<file path="src/rtl/ssd_pkg.sv">
// Shared definitions for the seven-segment display driver: symbol codes,
// digit count, conversion FSM states and the double-dabble nibble adjust.
package ssd_pkg;

    localparam int NUM_DIGITS = 4;

    typedef logic [4:0] sym_t;

    localparam sym_t SYM_DASH  = 5'd16;
    localparam sym_t SYM_MINUS = 5'd17;
    localparam sym_t SYM_BLANK = 5'd31;

    typedef enum logic [1:0] {
        ST_IDLE = 2'd0,
        ST_CONV = 2'd1,
        ST_DONE = 2'd2
    } ssd_state_e;

    // Double-dabble correction: a BCD nibble of 5 or more gets +3
    // so that the following left shift carries into the next digit.
    function automatic logic [3:0] dabble_adj(input logic [3:0] n);
        return (n >= 4'd5) ? (n + 4'd3) : n;
    endfunction

endpackage

</file>
<file path="src/rtl/ssd_mux_driver_seg7_decode.sv">
// seg7_decode: combinational symbol-to-segment decoder.
// Ports: sym_i (5-bit symbol code), seg_o ({g,f,e,d,c,b,a}, active-low).
module seg7_decode
    import ssd_pkg::*;
(
    input  logic [4:0] sym_i,
    output logic [6:0] seg_o
);

    always_comb begin
        seg_o = 7'h7F;
        case (sym_i)
            5'd0:      seg_o = 7'h40;
            5'd1:      seg_o = 7'h79;
            5'd2:      seg_o = 7'h24;
            5'd3:      seg_o = 7'h30;
            5'd4:      seg_o = 7'h19;
            5'd5:      seg_o = 7'h12;
            5'd6:      seg_o = 7'h02;
            5'd7:      seg_o = 7'h78;
            5'd8:      seg_o = 7'h00;
            5'd9:      seg_o = 7'h10;
            5'd10:     seg_o = 7'h08;
            5'd11:     seg_o = 7'h03;
            5'd12:     seg_o = 7'h46;
            5'd13:     seg_o = 7'h21;
            5'd14:     seg_o = 7'h06;
            5'd15:     seg_o = 7'h0E;
            SYM_DASH:  seg_o = 7'h3F;
            SYM_MINUS: seg_o = 7'h3F;
            default:   seg_o = 7'h7F;
        endcase
    end

endmodule

</file>
<file path="src/rtl/ssd_mux_driver.sv">
// ssd_mux_driver: four-digit multiplexed seven-segment driver fed by a
// valid/ready handshake. Ports: clk, rst_n (async, active-low), in_valid,
// in_ready, in_value[15:0], in_overflow, an[3:0], seg[6:0], dp (active-low).
// Define SSD_BCD_EN for signed-decimal display via a sequential converter;
// otherwise the value is shown in hex and in_ready is tied high.
module ssd_mux_driver
    import ssd_pkg::*;
#(
    parameter int REFRESH_DIV = 50000
) (
    input  logic        clk,
    input  logic        rst_n,
    input  logic        in_valid,
    output logic        in_ready,
    input  logic [15:0] in_value,
    input  logic        in_overflow,
    output logic [3:0]  an,
    output logic [6:0]  seg,
    output logic        dp
);

    localparam int CW = (REFRESH_DIV > 1) ? $clog2(REFRESH_DIV) : 1;
    localparam logic [CW-1:0] CNT_LAST = CW'(REFRESH_DIV - 1);

    logic [CW-1:0] cnt_q, cnt_d;
    logic [1:0]    idx_q, idx_d;

    logic [NUM_DIGITS-1:0][4:0] sym_q, sym_d;
    logic                       ovf_q, ovf_d;

    logic [3:0] an_q;
    logic [6:0] seg_q;
    logic       dp_q;
    logic [6:0] seg_w;

    // Scan: each digit stays lit for REFRESH_DIV clocks, independent of input.
    always_comb begin
        cnt_d = cnt_q + 1'b1;
        idx_d = idx_q;
        if (cnt_q == CNT_LAST) begin
            cnt_d = '0;
            idx_d = idx_q + 2'd1;
        end
    end

    seg7_decode u_dec (
        .sym_i (sym_q[idx_q]),
        .seg_o (seg_w)
    );

    always_ff @(posedge clk or negedge rst_n) begin
        if (!rst_n) begin
            cnt_q <= '0;
            idx_q <= 2'd0;
            an_q  <= 4'b1111;
            seg_q <= 7'h7F;
            dp_q  <= 1'b1;
            sym_q <= '0;
            ovf_q <= 1'b0;
        end else begin
            cnt_q <= cnt_d;
            idx_q <= idx_d;
            an_q  <= ~(4'b0001 << idx_q);
            seg_q <= seg_w;
            dp_q  <= ~(ovf_q && (idx_q == 2'd0));
            sym_q <= sym_d;
            ovf_q <= ovf_d;
        end
    end

    assign an  = an_q;
    assign seg = seg_q;
    assign dp  = dp_q;

`ifdef SSD_BCD_EN

    ssd_state_e  state_q, state_d;
    logic [15:0] sh_q, sh_d;
    logic [15:0] bcd_q, bcd_d;
    logic [3:0]  it_q, it_d;
    logic        neg_q, neg_d;
    logic        dash_q, dash_d;
    logic        povf_q, povf_d;

    logic [15:0] mag;
    logic [15:0] adj;
    logic        out_rng;

    // Range is decided at the transfer edge; 0x8000 negates to itself
    // and therefore lands in the out-of-range branch.
    assign mag     = in_value[15] ? (~in_value + 16'd1) : in_value;
    assign out_rng = in_value[15] ? (mag > 16'd999) : (mag > 16'd9999);

    always_comb begin
        for (int i = 0; i < NUM_DIGITS; i++) begin
            adj[4*i +: 4] = dabble_adj(bcd_q[4*i +: 4]);
        end
    end

    always_comb begin
        state_d = state_q;
        sh_d    = sh_q;
        bcd_d   = bcd_q;
        it_d    = it_q;
        neg_d   = neg_q;
        dash_d  = dash_q;
        povf_d  = povf_q;
        sym_d   = sym_q;
        ovf_d   = ovf_q;
        unique case (state_q)
            ST_IDLE: begin
                if (in_valid) begin
                    sh_d    = mag;
                    bcd_d   = '0;
                    it_d    = 4'd0;
                    neg_d   = in_value[15];
                    dash_d  = in_overflow | out_rng;
                    povf_d  = in_overflow;
                    state_d = ST_CONV;
                end
            end
            ST_CONV: begin
                {bcd_d, sh_d} = {adj[14:0], sh_q, 1'b0};
                it_d = it_q + 4'd1;
                if (it_q == 4'd15) begin
                    state_d = ST_DONE;
                end
            end
            ST_DONE: begin
                if (dash_q) begin
                    for (int i = 0; i < NUM_DIGITS; i++) begin
                        sym_d[i] = SYM_DASH;
                    end
                end else begin
                    for (int i = 0; i < NUM_DIGITS - 1; i++) begin
                        sym_d[i] = {1'b0, bcd_q[4*i +: 4]};
                    end
                    sym_d[3] = neg_q ? SYM_MINUS : {1'b0, bcd_q[15:12]};
                end
                ovf_d   = povf_q;
                state_d = ST_IDLE;
            end
            default: state_d = ST_IDLE;
        endcase
    end

    always_ff @(posedge clk or negedge rst_n) begin
        if (!rst_n) begin
            state_q <= ST_IDLE;
            sh_q    <= '0;
            bcd_q   <= '0;
            it_q    <= '0;
            neg_q   <= 1'b0;
            dash_q  <= 1'b0;
            povf_q  <= 1'b0;
        end else begin
            state_q <= state_d;
            sh_q    <= sh_d;
            bcd_q   <= bcd_d;
            it_q    <= it_d;
            neg_q   <= neg_d;
            dash_q  <= dash_d;
            povf_q  <= povf_d;
        end
    end

    assign in_ready = (state_q == ST_IDLE);

`else

    assign in_ready = 1'b1;

    always_comb begin
        sym_d = sym_q;
        ovf_d = ovf_q;
        if (in_valid) begin
            for (int i = 0; i < NUM_DIGITS; i++) begin
                sym_d[i] = {1'b0, in_value[4*i +: 4]};
            end
            ovf_d = in_overflow;
        end
    end

`endif

endmodule

</file>
<file path="config.mk">
export PLATFORM = sky130hd
export DESIGN_NAME = ssd_mux_driver
export DESIGN_NICKNAME = d
export VERILOG_FILES = /design/src/rtl/ssd_pkg.sv /design/src/rtl/ssd_mux_driver_seg7_decode.sv /design/src/rtl/ssd_mux_driver.sv
export SDC_FILE = /design/constraint.sdc
export NUM_CORES = 1
export LEC_CHECK = 0
export BUFFER_PORTS_ARGS = -buffer_cell sky130_fd_sc_hd__buf_2
export CAP_MARGIN = 15
export CORE_ASPECT_RATIO = 1.2
export CORE_MARGIN = 1
export CORE_UTILIZATION = 35
export DETAILED_ROUTE_END_ITERATION = 10
export HOLD_SLACK_MARGIN = 0.06
export SYNTH_ARGS = -nofsm -noshare
export SYNTH_HDL_FRONTEND = slang
export SYNTH_SLANG_ARGS = --single-unit
</file>
<file path="constraint.sdc">
create_clock -name clk -period 3.3 [get_ports clk]
set_clock_uncertainty 0.05 [all_clocks]
set_input_delay 0 -clock clk [delete_from_list [all_inputs] [get_ports clk]]
set_output_delay 0 -clock clk [all_outputs]
set_load 0.005 [all_outputs]
</file>
==> results of run 1 <==
## sequential cells by signal, indices dropped and copies added, names as in the netlist
name / flops
an: 4
cnt_q: 16
dp: 1
idx_q: 2
ovf_q: 1
seg: 7
sym_q: 16
## routing by layer
metal,part of all wire,track usage,routed length (um)
met4,0.017,0.05594,64
met5,0,0,0
met2,0.47,0.2050,1740
met1,0.48,0.1701,1786
met3,0.034,0.03531,125
## metrics by stage
stage | util | hold slack, ps
after CTS | 0.4522 | 178.2
after global placement | 0.4019 | -183.6
after floorplan | - | -345.6
after global routing | 0.4522 | 196.6
final | 0.4522 | 181.1
after detailed placement | 0.4019 | -183.9
## power by group through the flow
stage | Sequential, W | Clock, W | Combinational [W]
after global routing | 0.000641 | 0.000449 | 0.000160
after detailed placement | 0.000648 | 0 | 0.000126
after floorplan | 0.000646 | 0 | 0.0000760
after CTS | 0.000637 | 0.000437 | 0.000143
final | 0.000635 | 0.000422 | 0.000141
after global placement | 0.000648 | 0 | 0.000125
## kinds of logic (layout without fill, tap and decap cells)
family / Yosys count / in the layout / synth area share
other: 1 / 1 / 0.001725
DFF: 47 / 47 / 0.5481
buffers and inverters: 16 / 70 / 0.03109
AOI/OAI and AO/OA: 15 / 15 / 0.04375
adders and majority gates: 11 / 11 / 0.06333
muxes: 24 / 24 / 0.1451
xor gates and xnor gates: 13 / 13 / 0.05239
and+or+nand+nor: 47 / 47 / 0.1146
## timing repair
item                                   CTS  global route
resized for setup                        0             0
hold buffers                            19             0
setup endpoints to repair                0             0
endpoints found under the hold margin   52             0
## area by class of cell
| type | count | area (um^2) | area share |
|---|---|---|---|
| tap | 82 | 102.6 | 0.03774 |
| clock buffer | 5 | 68.82 | 0.02531 |
| sequential | 47 | 1191 | 0.4381 |
| timing repair buffer | 52 | 360.3 | 0.1325 |
| clock inverter | 3 | 43.79 | 0.01611 |
| multi-input combinational | 111 | 914.6 | 0.3364 |
| inverter | 10 | 37.54 | 0.01381 |
## how the worst max path moves through the flow
| stage | start | slack [ps] | to |
|---|---|---|---|
| finish | idx_q[0] | 1320 | seg[0] |
| global route | idx_q[0] | 1110 | seg[0] |
| CTS | idx_q[0] | 1310 | seg[0] |
| detailed placement | idx_q[0] | 1340 | seg[0] |
| global placement | idx_q[0] | 1390 | seg[0] |
| floorplan | idx_q[0] | 1470 | seg[0] |
## critical path, cell delays in order (launching register included)
cell,delay (ps)
dfrtp_1,550
mux4_2,630
inv_1,130
ha_1,210
inv_1,70
o31ai_1,250
## placed cells by master (no fill, tap or decap), drive strengths merged, types with 3 or more instances in the layout
cell         instances
nor2                11
nand3                8
mux2                20
mux4                 4
xor2                 4
nor2b                3
nand2                9
dfstp               12
dlygate4sd3         19
buf                 33
clkbuf               5
xnor2                9
a21oi                3
o21a                 3
ha                  11
o21ai                5
nand4                4
dfrtp               35
inv                 10
==> results.cfg, run 1 <==
[placed_design]
port_buffers = 31
dpl_worst_slack_ps = 1337
placed_area_mm2 = 0.002416
place_congestion = 0.8271
dp.cells = 283
hpwl_um = 2598

[synth]
synth_async_sr_flop_share = 1.000
yosys.area.top_type = dfrtp_1
synth_top_area_share = 0.4030
ys_ff_latch = 47
syn_area_mm2 = 0.002173
yosys_warnings = 0
avgSynthCellArea_um2 = 12.49
syn-num-nets = 205
synth_most_common_cell = dfrtp_1
ys_types = 34
ys_seq_area_frac = 0.5481
synth_edf_count = 0
synthCells = 174
synthTopCellsByArea = dfrtp_1, dfstp_2, mux2_2, ha_1, mux4_2
yosys-top-cells-count = dfrtp_1, mux2_2, dfstp_2
ys.flop_type = dfrtp_1

[finish]
drive_above_1_share = 0.3465
fillCellCount = 563
n_antenna_cell = 0
final_area_mm2 = 0.002719
syn_to_final_growth_pct = 25.10
final_cells = 310
num-nets-final = 258

[timing]
setup_viol = 0
finalMaxSlewViolations = 0
rsz0062_at_grt = no
max_freq_mhz = 505.3
period_minus_slack_ps = 1979
tns_ps = 0
min_period_over_period = 0.5997
final.setup.worst_slack_ps = 1321
final_hold_viol_count = 0

[power]
swShare = 0.2268
p_leak_nw = 1.184
p_per_area_mw_per_mm2 = 440.9
clkPwrFrac = 0.352
p_seq_frac = 0.530
intPower_w = 0.0009268
finalPower_w = 0.001199
p_comb_frac = 0.118
vdd_drop_max_mv = 0.2914
switching_power_w = 0.0002719

[worst_setup_path]
cp-start-kind = register
crit_arrival_ps = 2140
r2r-start = idx_q[0]
rrSetupSlack_ps = 1320
criticalPathCategory = reg2reg
r2r_cells = 5
r2r_end = seg[0]
end_kind = register
worstPathMaxFanout = 7
required_ps = 3470

[hold_path]
hold_depth = 2
min_to = sym_q[13]
hp-start = in_valid
hold_class = in2reg

[clocking]
cts_tree = done
clk_latency_ps = 300
cts_root_buf = clkbuf_8
postCtsSetupBuffers = 0
htree_levels = 2
clk_pin_slew_worst_paths_ps = 90
clockBufferDepth = 2
cts_made_buffers = 5
cts.sinks = 47

[grt]
track_usage = 0.1309
grt_pass1_wl_um = 6348
grt_max_degree = 40
grt_pass1_vias = 1364
antenna_found_initial = 0
globalRouteOverflowTotal = 0

[floorplanning]
initial_core_util = 0.3615
io_pins = 33
die_area_mm2 = 0.006530
num_rows = 31
die_x_um = 73.94
die_h_um = 88.32
core_area_mm2 = 0.006012

[routing]
avgViaCountPerCell = 4.548
num_vias = 1410
drt_iter0_drc = 21
drc = 0
wl_per_cell_um = 11.99
ant_nets = 0
route.final.wire_length_um = 3716
dr.pass1.iters = 4

[outcome]
outcome = finished, final reports clean

[run]
maxCapViolations = 0
Note: power is estimated with default switching activity, not from simulation.
==> run 2, diff against run 1 <==
clock period = 2.05 ns   (was 3.3 ns; I/O delays follow)
==> results.cfg, run 2 (synthesized netlist as in run 1, its figures left out) <==
[clocking]
cts_tree = done
htree_levels = 2
cts.sinks = 47
clk_pin_slew_worst_paths_ps = 80
clk_latency_ps = 290
cts_root_buf = clkbuf_8
clockBufferDepth = 2
cts_made_buffers = 5

[finish]
seq_area_mm2 = 0.001191
n_antenna_cell = 0
syn_to_final_growth_pct = 25.56
layout_common_cells = dfrtp_1, buf_2, mux2_2, dlygate4sd3_1, dfstp_2
final_cells = 312
num-nets-final = 260
final_common_cell = dfrtp_1
multi_input_area_um2 = 917.1
fillCellCount = 573
drive_above_1_share = 0.3565
final_core_util = 0.4539

[power]
finalPower_w = 0.001902
vdd_drop_max_mv = 0.3221
p_per_area_mw_per_mm2 = 697.0
p_leak_nw = 1.190

[timing]
final_hold_viol_count = 0
period_minus_slack_ps = 1907
min_period_over_period = 0.9301
finalMaxSlewViolations = 0
final.setup.worst_slack_ps = 143.4
max_freq_mhz = 524.5
tns_ps = 0
rsz0062_at_grt = no
setup_viol = 0

[grt]
grt_pass1_vias = 1362
grt_max_degree = 19
track_usage = 0.1297
antenna_found_initial = 0
grt.busiest_layer = met2
grtUsageMet2 = 0.2008
grt_pass1_wl_um = 6361
grt_util_met3 = 0.03759
globalRouteOverflowTotal = 0
grt_use_met1 = 0.1634

[placed_design]
hpwl_um = 2682
port_buffers = 31
place_congestion = 0.7845
dpl_worst_slack_ps = 129.8
dp.cells = 285

[hold_path]
hold_class = in2async

[worst_setup_path]
criticalPathCategory = reg2reg
r2r_end = cnt_q[14]
crit_arrival_ps = 2080
r2r_cells = 5
required_ps = 2220
worstPathMaxFanout = 5
end_kind = register
r2r-start = cnt_q[0]
cp-start-kind = register
rrSetupSlack_ps = 140

[floorplanning]
io_pins = 33
die_x_um = 73.94
die_h_um = 88.32
initial_core_util = 0.3615
core_area_mm2 = 0.006012
num_rows = 31
die_area_mm2 = 0.006530

[routing]
ant_nets = 0
wl_per_cell_um = 11.85
num_vias = 1439
avgViaCountPerCell = 4.612
dr.pass1.iters = 5
drt_iter0_drc = 28
route.final.wire_length_um = 3696
drc = 0

[outcome]
outcome = finished, final reports clean

[run]
maxCapViolations = 0
run 2: cell types whose count changed in the layout (fill, tap and decap cells not counted), sizes merged:
cell	delta
dlygate4sd3	-1
buf	+3
run 2: per-layer routing:
| layer | part of all wire | up-vias |
|---|---|---|
| met5 | 0 | - |
| met4 | 0.025 | 0 |
| li1 | - | 703 |
| met2 | 0.47 | 31 |
| met1 | 0.46 | 697 |
| met3 | 0.045 | 8 |
run 2: worst max path at each step:
stage | start | end | cells past startpoint
after global routing | cnt_q[0] | cnt_q[14] | 5
after CTS | cnt_q[0] | cnt_q[14] | 5
after global placement | idx_q[0] | seg[0] | 5
final | cnt_q[0] | cnt_q[14] | 5
after floorplan | idx_q[0] | seg[0] | 6
after detailed placement | idx_q[0] | seg[0] | 5
run 2: critical path, cell delays in order (launching register included):
cell and delay (ps):
dfrtp_1 370, ha_2 200, nand3_2 130, or4_1 570, or3_1 360, a21oi_1 150
run 2: repair_timing:
action	4_1_cts	5_1_grt
hold buffers	18	0
endpoints found under the setup margin	0	1
buffers inserted	0	1
resized for setup	0	1
endpoints found under the hold margin	52	0
run 2: metrics by stage:
stage	cell area, um^2	hold WS [ps]
5_1_grt	2729	108.0
3_5_place_dp	2431	-148.6
6_report	2729	64.67
4_1_cts	2719	67.49
3_3_place_gp	2431	-152.9
2_1_floorplan	2173	-345.6
run 2: report_power, final:
group,internal (W),total [W],leakage [nW],switching [W]
registers,0.00100,0.00102,0.561,0.0000222
logic,0.000127,0.000228,0.573,0.000101
clock network,0.000357,0.000650,0.0556,0.000293
run 2: final cells by class:
cell class / count / share of cell area
Sequential cell: 47 / 0.4365
Multi-Input combinational cell: 111 / 0.3361
Timing Repair Buffer: 54 / 0.1366
Tap cell: 82 / 0.03760
Clock buffer: 5 / 0.02522
Clock inverter: 3 / 0.01421
Inverter: 10 / 0.01376
==> run 3, diff against run 2 <==
PLACE_DENSITY = 0.56   (was default)
==> results.cfg, run 3 (synthesized netlist as in run 1, its figures left out) <==
[timing]
worst_pin_slew_ps = 576.1
period_minus_slack_ps = 1945
finalMaxSlewViolations = 0
slew_headroom = 0.6160
rsz0062_at_grt = no
tns_ps = 0
final.setup.worst_slack_ps = 105.2
final_hold_viol_count = 0
max_freq_mhz = 514.2
setup_viol = 0
min_period_over_period = 0.9487

[routing]
route.final.wire_length_um = 3612
drc = 0
wl_per_cell_um = 11.65
ant_nets = 0
dr.pass1.iters = 4
drt_iter0_drc = 30
num_vias = 1395
avgViaCountPerCell = 4.500

[worst_setup_path]
slowest_delay_ps = 620
r2r_end = seg[0]
cp_slowest_cell = mux4_2
r2r-start = idx_q[0]
path_cells = mux4_2 > inv_1 > ha_1 > inv_1 > o31ai_1
r2r_cells = 5
rrSetupSlack_ps = 110
path_buf_inv = 2
criticalPathCategory = reg2reg
end_kind = register
cp-start-kind = register
critPathTopFamily = multiplexers
cp.depth = 5
worstPathMaxFanout = 6
path_common_cell = inv_1
required_ps = 2210
crit_arrival_ps = 2110

[floorplanning]
num_rows = 31
die_h_um = 88.32
core_area_mm2 = 0.006012
die_area_mm2 = 0.006530
initial_core_util = 0.3615
die_x_um = 73.94
io_pins = 33

[clocking]
cts_resized = 0
clk_pin_slew_worst_paths_ps = 90
cts_root_buf = clkbuf_8
htree_levels = 2
cts_made_buffers = 5
clk_latency_ps = 300
clockBufferDepth = 2
cts.sinks = 47
cts_tree = done

[grt]
grt_use_met1 = 0.1691
grt_pass1_vias = 1334
antenna_found_initial = 0
grt_pass1_wl_um = 6313
grt.busiest_layer = met2
grtUsageMet2 = 0.2025
grt_util_met3 = 0.03189
globalRouteOverflowTotal = 0
track_usage = 0.1291
grt_max_degree = 48

[power]
vdd_drop_max_mv = 0.2584
p_per_area_mw_per_mm2 = 718.0
p_leak_nw = 1.188

[placed_design]
port_buffers = 31
placed_area_mm2 = 0.002424
place_congestion = 0.7782
dpl_worst_slack_ps = 95.74
hpwl_um = 2538

[finish]
fillCellCount = 574
layout_common_cells = dfrtp_1, buf_2, mux2_2, dlygate4sd3_1, dfstp_2
syn_to_final_growth_pct = 25.22
final_common_cell = dfrtp_1
final_area_mm2 = 0.002721
drive_above_1_share = 0.3509
n_antenna_cell = 0
num-nets-final = 258

[hold_path]
hp-start = in_valid
hold_depth = 2
min_to = sym_q[7]
hold_class = in2reg

[outcome]
outcome = finished, final reports clean

[run]
maxCapViolations = 0
## run 3: layout make-up
class                           count  area, um^2  area share
Clock buffer                        6       82.58     0.03034
Sequential cell                    47        1191      0.4377
Multi-Input combinational cell    111       914.6      0.3361
Timing Repair Buffer               52       357.8      0.1315
Tap cell                           82       102.6     0.03770
Clock inverter                      2       35.03     0.01287
Inverter                           10       37.54     0.01379
## run 3: layer usage
layer	vias to the layer above	wire [um]
li1	702	-
met1	664	1689
met2	23	1733
met3	6	118
met4	0	71
met5	-	0
## run 3: power breakdown
group / internal, W / total, W / switching [W]
Clock: 0.000395 / 0.000705 / 0.000310
Combinational: 0.000126 / 0.000226 / 0.000100
Sequential: 0.00100 / 0.00102 / 0.0000213
Total: 0.00152 / 0.00195 / 0.000432
## run 3: how the worst max path moves through the flow
stage             start  slack, ps      to
6_report       idx_q[0]        110  seg[0]
5_1_grt        idx_q[0]        0.6  seg[0]
4_1_cts        idx_q[0]         80  seg[0]
3_5_place_dp   idx_q[0]        100  seg[0]
3_3_place_gp   idx_q[0]        150  seg[0]
2_1_floorplan  idx_q[0]        220  seg[0]
## run 3: repair_timing
item | 4_1_cts | 5_1_grt
endpoints found under the setup margin | 0 | 0
endpoints found under the hold margin | 52 | 0
hold buffers | 18 | 0
setup buffers | 0 | 0
## run 3: through the flow
step / util / std cells / power (W) / hold WS [ps]
floorplan: - / 174 / 0.001162 / -345.6
global placement: 0.4031 / 284 / 0.001244 / 81.27
detailed placement: 0.4031 / 284 / 0.001245 / 83.01
CTS: 0.4527 / 310 / 0.001983 / 173.8
global route: 0.4527 / 310 / 0.002055 / 186.5
finish: 0.4527 / 310 / 0.001954 / 179.6
